`config.mk`:
```
export PLATFORM = sky130hd
export DESIGN_NAME = rtc_calendar
export DESIGN_NICKNAME = d
export VERILOG_FILES = /design/src/rtl/rtc_pkg.sv /design/src/rtl/rtc_bcd_cnt.sv /design/src/rtl/rtc_calendar.sv
export SDC_FILE = /design/constraint.sdc
export NUM_CORES = 1
export LEC_CHECK = 0
export ABC_AREA = 1
export CAP_MARGIN = 20
export CORE_AREA = 5 5 95 141
export CTS_CLUSTER_DIAMETER = 50
export CTS_CLUSTER_SIZE = 30
export DETAILED_ROUTE_END_ITERATION = 12
export DIE_AREA = 0 0 100 146
export PLACE_DENSITY = 0.79
export SLEW_MARGIN = 25
export SYNTH_ARGS = -nofsm -noshare
export SYNTH_HDL_FRONTEND = slang
export SYNTH_SLANG_ARGS = --single-unit
```
`constraint.sdc`:
```
create_clock -name clk -period 2.4 [get_ports clk]
set_input_delay 0.48 -clock clk [delete_from_list [all_inputs] [get_ports clk]]
set_output_delay 0.48 -clock clk [all_outputs]
set_load 0.02 [all_outputs]
```
`src/rtl/rtc_pkg.sv`:
```
// Shared types, field offsets and calendar helpers for the BCD real-time clock.
package rtc_pkg;

   // Packed BCD time, most significant field first (YY MM DD hh mm ss).
   typedef struct packed {
      logic [7:0] yy;
      logic [7:0] mo;
      logic [7:0] dd;
      logic [7:0] hh;
      logic [7:0] mi;
      logic [7:0] ss;
   } rtc_time_t;

   localparam int unsigned SS_OFS = 0;
   localparam int unsigned MI_OFS = 8;
   localparam int unsigned HH_OFS = 16;
   localparam int unsigned DD_OFS = 24;
   localparam int unsigned MO_OFS = 32;
   localparam int unsigned YY_OFS = 40;

   // 10*tens + units is divisible by 4 exactly when 2*tens + units is.
   function automatic logic is_leap(input logic [7:0] yy);
      logic [4:0] s;
      s = {yy[7:4], 1'b0} + {1'b0, yy[3:0]};
      return (s[1:0] == 2'b00);
   endfunction

   // Last day of the month, in BCD; unknown months fall back to 31.
   function automatic logic [7:0] days_in_month(input logic [7:0] mo, input logic [7:0] yy);
      logic [7:0] dim;
      case (mo)
         8'h02:                     dim = is_leap(yy) ? 8'h29 : 8'h28;
         8'h04, 8'h06, 8'h09, 8'h11: dim = 8'h30;
         default:                   dim = 8'h31;
      endcase
      return dim;
   endfunction

   // Range checks compare BCD as binary, which is order-preserving once every nibble is <= 9.
   function automatic logic bcd_valid(input rtc_time_t t);
      logic        ok;
      logic [47:0] v;
      v  = t;
      ok = 1'b1;
      for (int i = 0; i < 12; i++) begin
         if (v[i*4 +: 4] > 4'd9) ok = 1'b0;
      end
      if (t.ss > 8'h59 || t.mi > 8'h59 || t.hh > 8'h23) ok = 1'b0;
      if (t.mo < 8'h01 || t.mo > 8'h12) ok = 1'b0;
      if (t.dd < 8'h01 || t.dd > days_in_month(t.mo, t.yy)) ok = 1'b0;
      return ok;
   endfunction

endpackage

```
`src/rtl/rtc_bcd_cnt.sv`:
```
// Two-digit BCD counter with run-time wrap limit, 00/01 floor, carry chain and parallel load.
module rtc_bcd_cnt #(
   parameter logic [7:0] RST_VAL = 8'h00
) (
   input  logic       clk,
   input  logic       rst,
   input  logic [7:0] max_val,
   input  logic       min_one,
   input  logic       cin,
   input  logic       load,
   input  logic [7:0] load_val,
   output logic [7:0] value,
   output logic       cout
);

   logic [7:0] value_q, value_d;

   assign value = value_q;
   assign cout  = cin && (value_q == max_val);

   // Next value: load wins, otherwise wrap to the floor or BCD-increment on carry-in.
   always_comb begin
      value_d = value_q;
      if (load) begin
         value_d = load_val;
      end else if (cin) begin
         if (value_q == max_val) begin
            value_d = {7'd0, min_one};
         end else if (value_q[3:0] == 4'd9) begin
            value_d = {value_q[7:4] + 4'd1, 4'd0};
         end else begin
            value_d = {value_q[7:4], value_q[3:0] + 4'd1};
         end
      end
   end

   // Field register.
   always_ff @(posedge clk) begin
      if (rst) value_q <= RST_VAL;
      else     value_q <= value_d;
   end

endmodule

```
`src/rtl/rtc_calendar.sv`:
```
// BCD calendar clock: prescaler, cascaded field counters, guarded load port.
// Optional alarm compare and sticky interrupt are built when RTC_ALARM_EN is defined.
module rtc_calendar
   import rtc_pkg::*;
#(
   parameter int unsigned CLK_HZ     = 27_000_000,
   parameter logic [47:0] START_TIME = 48'h23_01_01_12_00_00
) (
   input  logic        clk,
   input  logic        rst,
   input  logic        set_valid,
   input  logic [47:0] set_time,
   output logic        set_ready,
   output logic        set_err,
   input  logic        alarm_wr,
   input  logic [23:0] alarm_time,
   input  logic        alarm_clr,
   output logic        alarm_irq,
   output logic        sec_pulse,
   output logic [47:0] time_num
);

   localparam int unsigned   PW      = (CLK_HZ > 1) ? $clog2(CLK_HZ) : 1;
   localparam logic [PW-1:0] TC      = PW'(CLK_HZ - 1);
   // Day and month fields count from 01; the others from 00.
   localparam logic [5:0]    MIN_ONE = 6'b011000;

   logic [PW-1:0] presc_q;
   logic          sec_pulse_q, set_err_q, set_ready_q;
   logic          tick, accept, load_ok;
   logic [6:0]    carry;
   logic [7:0]    max_v [6];
   logic [47:0]   time_q;
   logic          unused_top_carry;

   assign tick    = (presc_q == TC);
   assign accept  = set_valid && set_ready_q;
   assign load_ok = accept && bcd_valid(rtc_time_t'(set_time));
   // A valid load swallows a coincident tick.
   assign carry[0]         = tick && !load_ok;
   assign unused_top_carry = carry[6];

   assign set_ready = set_ready_q;
   assign set_err   = set_err_q;
   assign sec_pulse = sec_pulse_q;
   assign time_num  = time_q;

   // Per-field wrap limits; the day limit tracks the current month and year.
   always_comb begin
      max_v[0] = 8'h59;
      max_v[1] = 8'h59;
      max_v[2] = 8'h23;
      max_v[3] = days_in_month(time_q[MO_OFS +: 8], time_q[YY_OFS +: 8]);
      max_v[4] = 8'h12;
      max_v[5] = 8'h99;
   end

   for (genvar i = 0; i < 6; i++) begin : g_field
      rtc_bcd_cnt #(
         .RST_VAL (START_TIME[i*8 +: 8])
      ) u_cnt (
         .clk      (clk),
         .rst      (rst),
         .max_val  (max_v[i]),
         .min_one  (MIN_ONE[i]),
         .cin      (carry[i]),
         .load     (load_ok),
         .load_val (set_time[i*8 +: 8]),
         .value    (time_q[i*8 +: 8]),
         .cout     (carry[i+1])
      );
   end

   // Prescaler, seconds strobe and load handshake status.
   always_ff @(posedge clk) begin
      if (rst) begin
         presc_q     <= '0;
         sec_pulse_q <= 1'b0;
         set_err_q   <= 1'b0;
         set_ready_q <= 1'b0;
      end else begin
         presc_q     <= (load_ok || tick) ? '0 : presc_q + 1'b1;
         sec_pulse_q <= carry[0];
         set_err_q   <= accept && !load_ok;
         set_ready_q <= 1'b1;
      end
   end

`ifdef RTC_ALARM_EN
   logic [23:0] alarm_q;
   logic        upd_q, irq_q, match;

   // Only compare in the cycle after time_num was changed by a tick or load.
   assign match     = upd_q && (time_q[HH_OFS+7:SS_OFS] == alarm_q);
   assign alarm_irq = irq_q;

   // Alarm register and sticky flag; a fresh match beats a simultaneous clear.
   always_ff @(posedge clk) begin
      if (rst) begin
         alarm_q <= 24'h00_00_00;
         upd_q   <= 1'b0;
         irq_q   <= 1'b0;
      end else begin
         if (alarm_wr) alarm_q <= alarm_time;
         upd_q <= carry[0] || load_ok;
         if (match)          irq_q <= 1'b1;
         else if (alarm_clr) irq_q <= 1'b0;
      end
   end
`else
   logic unused_alarm;

   assign unused_alarm = ^{alarm_wr, alarm_time, alarm_clr};
   assign alarm_irq    = 1'b0;
`endif

endmodule

```
# == Word level (Yosys, flattened, before mapping) ==
# Cells that the tools add are included.
# word_totals
reg_bits,76
in_bits,77
output_inout_bits,52
elab_cells,155
# classes
n_addsub,15
n_lt_le_gt_ge,19
eq_ne,23
mux,44
n_reduce_logical,38
# ops
operator,n
2-to-1 mux 8 bit,24
adder 4 x 1 -> 4 bit (second input constant),12
greater-than comparator 4 bit (second input constant),12
== test 8 x 3 -> 1 bit (second input constant),4
adder 25 x 1 -> 25 bit (second input constant),1
== test 25 bit (second input constant),1
== test 4 bit (second input constant),6
== test 8 x 5 -> 1 bit (second input constant),3
case mux 5 bit (2 select lines),2
2-to-1 mux 1 bit,18
nonzero test 3 bit,6
== test 8 x 2 -> 1 bit (second input constant),2
== test 8 x 4 -> 1 bit (second input constant),2
== test 8 x 7 -> 1 bit (second input constant),2
greater-than comparator 8 x 7 -> 1 bit (second input constant),2
< comparator 8 x 1 -> 1 bit (second input constant),2
AND reduction 2 bit,6
nonzero test 2 bit,6
logical AND 1 bit,9
== test 8 x 6 -> 1 bit,1
== test 8 x 6 -> 1 bit (second input constant),1
== test 8 bit (second input constant),1
greater-than comparator 8 x 5 -> 1 bit (second input constant),1
greater-than comparator 8 x 6 -> 1 bit (second input constant),1
7 further kinds,14

# == Logic depth before layout (Yosys ltp) ==
# logic_depth
depth_word,26
mapped_depth,19
ltp_nobuf,18

# == Cells and area by module ==
# Synthesis repeated with hierarchy kept, for this count alone.
# hier_totals
cells_unflattened,973
area_unflattened_um2,6139.6
# modules_own_cells
module,instances,cells_per_inst,area_per_inst_um2,seq_area_each_um2
rtc_calendar,1,310,2060.7,560.5
rtc_bcd_cnt (g_field[0].u_cnt ...),2,110,678.2,160.2
rtc_bcd_cnt (g_field[3].u_cnt ...),2,111,676.9,160.2
rtc_bcd_cnt (g_field[2].u_cnt),1,110,688.2,160.2
rtc_bcd_cnt (g_field[5].u_cnt),1,111,680.7,160.2

# == Worst setup path after synthesis ==
# OpenSTA, ideal clock, no wires.
# synth_timing
path_kind,input to register
start,in set_time[34]
end,reg g_field[4].u_cnt.value_q[5]
setup_ns,0.116
t_arrival_ns,2.432
required_time_ns,2.284
setup_slack_ns,-0.148
cell_stages,17
path_buffers,1
path_cell_list,nor2_4 > nand3_2 > nor2_1 > a32oi_1 > ha_1 > nand4_1 > nand2_1 > a21oi_1 > nor2_2 > nand3_4 > nand3_4 > nor2_2 > nand2_4 > nand2_4 > buf_6 > nand3_1 > and3_1
# synth_between
elab_chain_cells,17
elab_cells_between_ends,31
classes_between,4 x order compare; 5 x eq/ne; 9 x mux; 13 x reduce/logical
# synth_rtl
item,line,rtl
start: declaration,rtc_calendar.sv:12,"input logic [47:0] set_time,"
branches (longest 7 deep; another with greater-than comparator 8 bit),--,
2-to-1 mux 1 bit *,rtc_pkg.sv:50,"if (t.dd < 8'h01 || t.dd > days_in_month(t.mo, t.yy)) ok = 1'b0;"
logical AND 1 bit *,rtc_calendar.sv:38,assign load_ok = accept && bcd_valid(rtc_time_t'(set_time));
logical NOT 1 bit,rtc_calendar.sv:40,assign carry[0] = tick && !load_ok;
logical AND 1 bit,rtc_calendar.sv:40,
logical AND 1 bit (4 in series),rtc_bcd_cnt.sv:19,assign cout = cin && (value_q == max_val);
nonzero test 2 bit (no source line),--,
AND reduction 2 bit (no source line),--,
end signal: assignment,rtc_bcd_cnt.sv:40,else value_q <= value_d;
end: declaration,rtc_bcd_cnt.sv:16,"logic [7:0] value_q, value_d;"
# Every way passes the cells marked *.
# A chain may end at the register's enable or synchronous reset.

# == Worst setup path after layout ==
# layout_timing
start,in set_time[34]
end,reg g_field[2].u_cnt.value_q[4]
# layout_between
elab_chain_cells,15
elab_cells_between_ends,29
classes_between,4 x order compare; 5 x eq/ne; 9 x mux; 11 x reduce/logical
# layout_rtl
item,line
branches (longest 7 deep; another with greater-than comparator 8 bit),--
2-to-1 mux 1 bit *,rtc_pkg.sv:50
logical AND 1 bit *,rtc_calendar.sv:38
logical NOT 1 bit,rtc_calendar.sv:40
logical AND 1 bit,rtc_calendar.sv:40
logical AND 1 bit (2 in series),rtc_bcd_cnt.sv:19
nonzero test 2 bit (no source line),--
AND reduction 2 bit (no source line),--
end signal: assignment,rtc_bcd_cnt.sv:40
end: declaration,rtc_bcd_cnt.sv:16
# Marked as above.

==> impl_results.html <==
<table>
<tr><th>Metric</th><th>Value</th></tr>
<tr><th colspan="2">Floorplan</th></tr>
<tr><td>Count of pins on the block boundary</td><td>approximately 130</td></tr>
<tr><td>Die ar.</td><td>around 15000 µm²</td></tr>
<tr><td>Area of the core</td><td>around 12000 µm²</td></tr>
<tr><td>Floorplan die width</td><td>100 µm</td></tr>
<tr><td>Starting density of the core</td><td>a little over two fifths</td></tr>
<tr><td>Row cnt</td><td>slightly below 50</td></tr>
<tr><td>Height of the die</td><td>around 150 µm</td></tr>
<tr><th colspan="2">Final layout</th></tr>
<tr><td>Most frequent cells in the layout</td><td>nand2_1 (137), nor2_1 (91), clkdlybuf4s50_1 (90)</td></tr>
<tr><td>Number of antenna repair diodes</td><td>0</td></tr>
<tr><td>Fraction of layout cells with a size suffix above 1</td><td>between 20% and 30%</td></tr>
<tr><td>Most frequent standard cell in the layout excluding fill and tap cells</td><td>nand2_1</td></tr>
<tr><td>Post-synthesis to final-layout area growth</td><td>50.9%</td></tr>
<tr><td>Post-route cell area</td><td>7720 µm²</td></tr>
<tr><td>Post-layout nets</td><td>approximately 1100</td></tr>
<tr><td>Layout fillers</td><td>slightly below 1000</td></tr>
<tr><th colspan="2">Clocking</th></tr>
<tr><td>Insertion delay of the later-clocked pin in the worst-skew pair</td><td>0.34 ns</td></tr>
<tr><td>Num CTS Buffers</td><td>9</td></tr>
<tr><td>CTS Hold Bufs</td><td>0</td></tr>
<tr><td>Master cell of the clock root buffer</td><td>clkbuf_16</td></tr>
<tr><td>CTS tree</td><td>done</td></tr>
<tr><td>Reg clk slew, reported paths</td><td>approximately 0.060 ns</td></tr>
<tr><td>Num Clock Sinks</td><td>76</td></tr>
<tr><td>Clock buffer depth</td><td>2</td></tr>
<tr><td>H-Tree Depth</td><td>3</td></tr>
<tr><th colspan="2">Global routing</th></tr>
<tr><td>Initial antenna violation count</td><td>0</td></tr>
<tr><td>Via count of the first global-routing pass</td><td>slightly below 6000</td></tr>
<tr><td>Largest net degree at the start of global routing</td><td>21</td></tr>
<tr><td>Grt total ovfl</td><td>0</td></tr>
<tr><td>Overall Global Routing Usage</td><td>about a quarter</td></tr>
<tr><td>First-pass GRT wire length</td><td>around 28 mm</td></tr>
<tr><th colspan="2">Placement</th></tr>
<tr><td>Cell Area, Placed</td><td>slightly below 7000 µm²</td></tr>
<tr><td>IO buf count</td><td>~100</td></tr>
<tr><td>Detailed placer's ending HPWL</td><td>roughly 13 mm</td></tr>
<tr><td>Routability congestion estimate</td><td>just over 0.9</td></tr>
<tr><td>Place WS</td><td>-0.830 ns</td></tr>
<tr><th colspan="2">Synthesis</th></tr>
<tr><td>Share of synthesized flip-flops with an asynchronous set or reset</td><td>0%</td></tr>
<tr><td>Average instance area after synthesis</td><td>6.69 µm²</td></tr>
<tr><td>Post-Synthesis Cell Area</td><td>between 5000 and 6000 µm²</td></tr>
<tr><td>Mapped Cells</td><td>764</td></tr>
<tr><td>Leading area contributor after synthesis</td><td>dfxtp_1</td></tr>
<tr><td>Cell types occupying the most area after synthesis</td><td>dfxtp_1 (30%), nand2_1 (11%), nor2_1 (7.0%)</td></tr>
<tr><td>Count of state elements after synthesis</td><td>76</td></tr>
<tr><td>Post-synth EDFFs</td><td>0</td></tr>
<tr><td>Dominant synthesized flop cell</td><td>dfxtp_1</td></tr>
<tr><td>Proportion of synthesized chip area in sequential cells</td><td>between 20% and 30%</td></tr>
<tr><td>Number of warnings issued by yosys</td><td>0</td></tr>
<tr><td>Proportion of netlist area held by the largest area contributor</td><td>between 20 and 30%</td></tr>
<tr><td>Post-synth net total</td><td>867</td></tr>
<tr><td>Number of different library cells in the post-synthesis netlist</td><td>between 50 and 60</td></tr>
<tr><th colspan="2">STA</th></tr>
<tr><td># setup viols final</td><td>44</td></tr>
<tr><td>Final worst slack</td><td>-0.105 ns</td></tr>
<tr><td>Clock period minus final worst setup slack</td><td>roughly 2.5 ns</td></tr>
<tr><td>Final count of hold timing violations</td><td>0</td></tr>
<tr><td>Relative slew slack</td><td>between 60% and 70%</td></tr>
<tr><td>Final period util</td><td>104%</td></tr>
<tr><td>Setup Total Neg Slack</td><td>-1.48 ns</td></tr>
<tr><td>Maximum clock skew at final layout</td><td>~0.0064 ns</td></tr>
<tr><td>Unrepaired setup endpoints after global routing</td><td>yes</td></tr>
<tr><td>F_max</td><td>0.399 GHz</td></tr>
<tr><td>Count of pins over their slew limit</td><td>0</td></tr>
<tr><td>Slew @ Worst Pin</td><td>a little under 0.6 ns</td></tr>
<tr><th colspan="2">Power and ir drop</th></tr>
<tr><td>Maximum ir drop on the vdd rail</td><td>between 0.0003 and 0.0004 V</td></tr>
<tr><td>Pwr Density</td><td>approximately 380 nW/µm²</td></tr>
<tr><td>Reported leakage power</td><td>between 3 and 4 nW</td></tr>
<tr><th colspan="2">Routing</th></tr>
<tr><td>Average via count per standard cell</td><td>between 5 and 6</td></tr>
<tr><td>Number of vias in the routed layout</td><td>roughly 6000</td></tr>
<tr><td>Post-Route WL</td><td>between 15 and 20 mm</td></tr>
<tr><td>Post-route antenna net violation count</td><td>0</td></tr>
<tr><td>Mean routed wirelength per cell</td><td>approximately 15 µm</td></tr>
<tr><td>Drt first pass iters</td><td>5</td></tr>
<tr><td>Number of DRC violations after detailed-routing iteration 0</td><td>between 300 and 400</td></tr>
<tr><td>Number of DRC violations after detailed routing</td><td>0</td></tr>
<tr><th colspan="2">Setup path</th></tr>
<tr><td>Startpoint type of the worst setup path</td><td>primary input</td></tr>
<tr><td>Critical-path maximum fanout</td><td>7</td></tr>
<tr><td>Required time of the worst setup path</td><td>around 2.7 ns</td></tr>
<tr><td>Endpoint kind of the worst setup timing path</td><td>register</td></tr>
<tr><td>Max stage delay cell, worst path</td><td>ha_1</td></tr>
<tr><td>Signal arrival time at the worst endpoint</td><td>roughly 2.8 ns</td></tr>
<tr><td>Category of the critical setup timing path</td><td>in2reg</td></tr>
<tr><td>Maximum cell stage delay along the critical path</td><td>between 0.2 and 0.3 ns</td></tr>
<tr><td>Cell Chain, Critical Path</td><td>buf_6 -&gt; nor2_4 -&gt; buf_4 -&gt; xnor2_2 -&gt; a32oi_2 -&gt; ha_1 -&gt; nand4_1 -&gt; nand2_1 -&gt; a21oi_2 -&gt; nor2_2 -&gt; nand3_4 -&gt; buf_6 -&gt; buf_16 -&gt; buf_4 -&gt; o21ai_1 -&gt; o21ai_1 -&gt; o211ai_1</td></tr>
<tr><th colspan="2">Status</th></tr>
<tr><td>Violated checks</td><td>negative setup slack</td></tr>
<tr><td>Outcome</td><td>complete, but fails checks</td></tr>
<tr><th colspan="2">Flow run</th></tr>
<tr><td>Maxcap violations</td><td>0</td></tr>
<tr><th colspan="2">Worst hold path</th></tr>
<tr><td>Worst Hold Class</td><td>reg2reg</td></tr>
</table>
[path summary, 6_finish.rpt]
kind                                           startpoint                        end  slack, ns  cells past startpoint
worst max-delay path                         set_time[34]  g_field[2].u_cnt.value[4]      -0.11                     17
worst min-delay path                           presc_q[0]                 presc_q[0]       0.45                      1
worst max register to register  g_field[2].u_cnt.value[0]  g_field[5].u_cnt.value[7]       0.16                     11
worst min register to register                 presc_q[0]                 presc_q[0]       0.45                      1
[repair_timing]
item,in CTS,in global routing
endpoints found under the setup margin,74,71
buffers inserted,18,4
resized for setup,89,62
pin swaps,28,16
gates cloned,3,2
[worst max-delay path: cells and delay by family]
family          cells  cell delay, ns
fa+ha+maj           1            0.28
simple gates        5            0.64
xor+xnor            1            0.11
buf+inv             5            0.71
compound gates      5            0.54
[cells in the mapped netlist (all sizes together) (3+ instances only)]
| master | count |
|---|---|
| nor4 | 4 |
| a221oi | 4 |
| o22ai | 3 |
| dfxtp | 76 |
| ha | 26 |
| nor3 | 18 |
| o211ai | 5 |
| buf | 11 |
| nand3 | 72 |
| nand2 | 154 |
| inv | 102 |
| a211oi | 8 |
| a21oi | 40 |
| nand4 | 17 |
| clkinv | 3 |
| clkbuf | 5 |
| nor3b | 9 |
| nor2 | 104 |
| xnor2 | 8 |
| o21ai | 58 |
| xor2 | 17 |
| o21a | 3 |
| or2 | 6 |
[per-stage QoR]
step	std cells	total power, mW	utilization (%)	hold WS, ns
floorplan	764	1.38	-	0.418
global placement	1079	1.57	57.2	0.431
detailed placement	1079	1.57	57.2	0.436
CTS	1116	2.94	62.5	0.449
global route	1122	3.05	64.5	0.464
finish	1122	2.96	64.5	0.448
[kinds of logic (layout without fill, tap and decap cells)]
family | after synthesis | count (layout) | synth area share, %
flops | 76 | 76 | 29.8
other cells | 1 | 1 | 0.0733
xor+xnor | 25 | 25 | 4.28
fa+ha+maj | 26 | 26 | 6.36
compound gates | 128 | 128 | 14.7
buf+inv | 121 | 324 | 9.49
simple gates | 387 | 389 | 35.4
[where the power goes]
part | internal, mW | switching (mW)
clock network | 0.802 | 0.567
registers | 1.27 | 0.00367
logic | 0.169 | 0.150
total | 2.24 | 0.721
[cell type report]
| type | count | area, µm² | share of cell area, % |
|---|---|---|---|
| clock buffer | 9 | 225 | 2.92 |
| clock inverter | 7 | 67.6 | 0.876 |
| inverter | 105 | 408 | 5.29 |
| multi-input combinational | 569 | 3420 | 44.4 |
| sequential | 76 | 1520 | 19.7 |
| tap | 153 | 191 | 2.48 |
| timing repair buffer | 203 | 1880 | 24.4 |
[metal layers]
layer / vias up / global-route usage [%] / share of wire (%)
met5: - / 0 / 0
li1: 2927 / - / -
met4: 0 / 13.1 / 5.0
met2: 223 / 42.2 / 54
met1: 2758 / 24.5 / 36
met3: 57 / 4.46 / 5.6
[flip-flops by register name (all words and copies together), names as in the netlist]
signal and flops:
set_ready 1, g_field.u_cnt.value 48, set_err 1, sec_pulse 1
presc_q 25
Power figures use the tool's default switching activity.
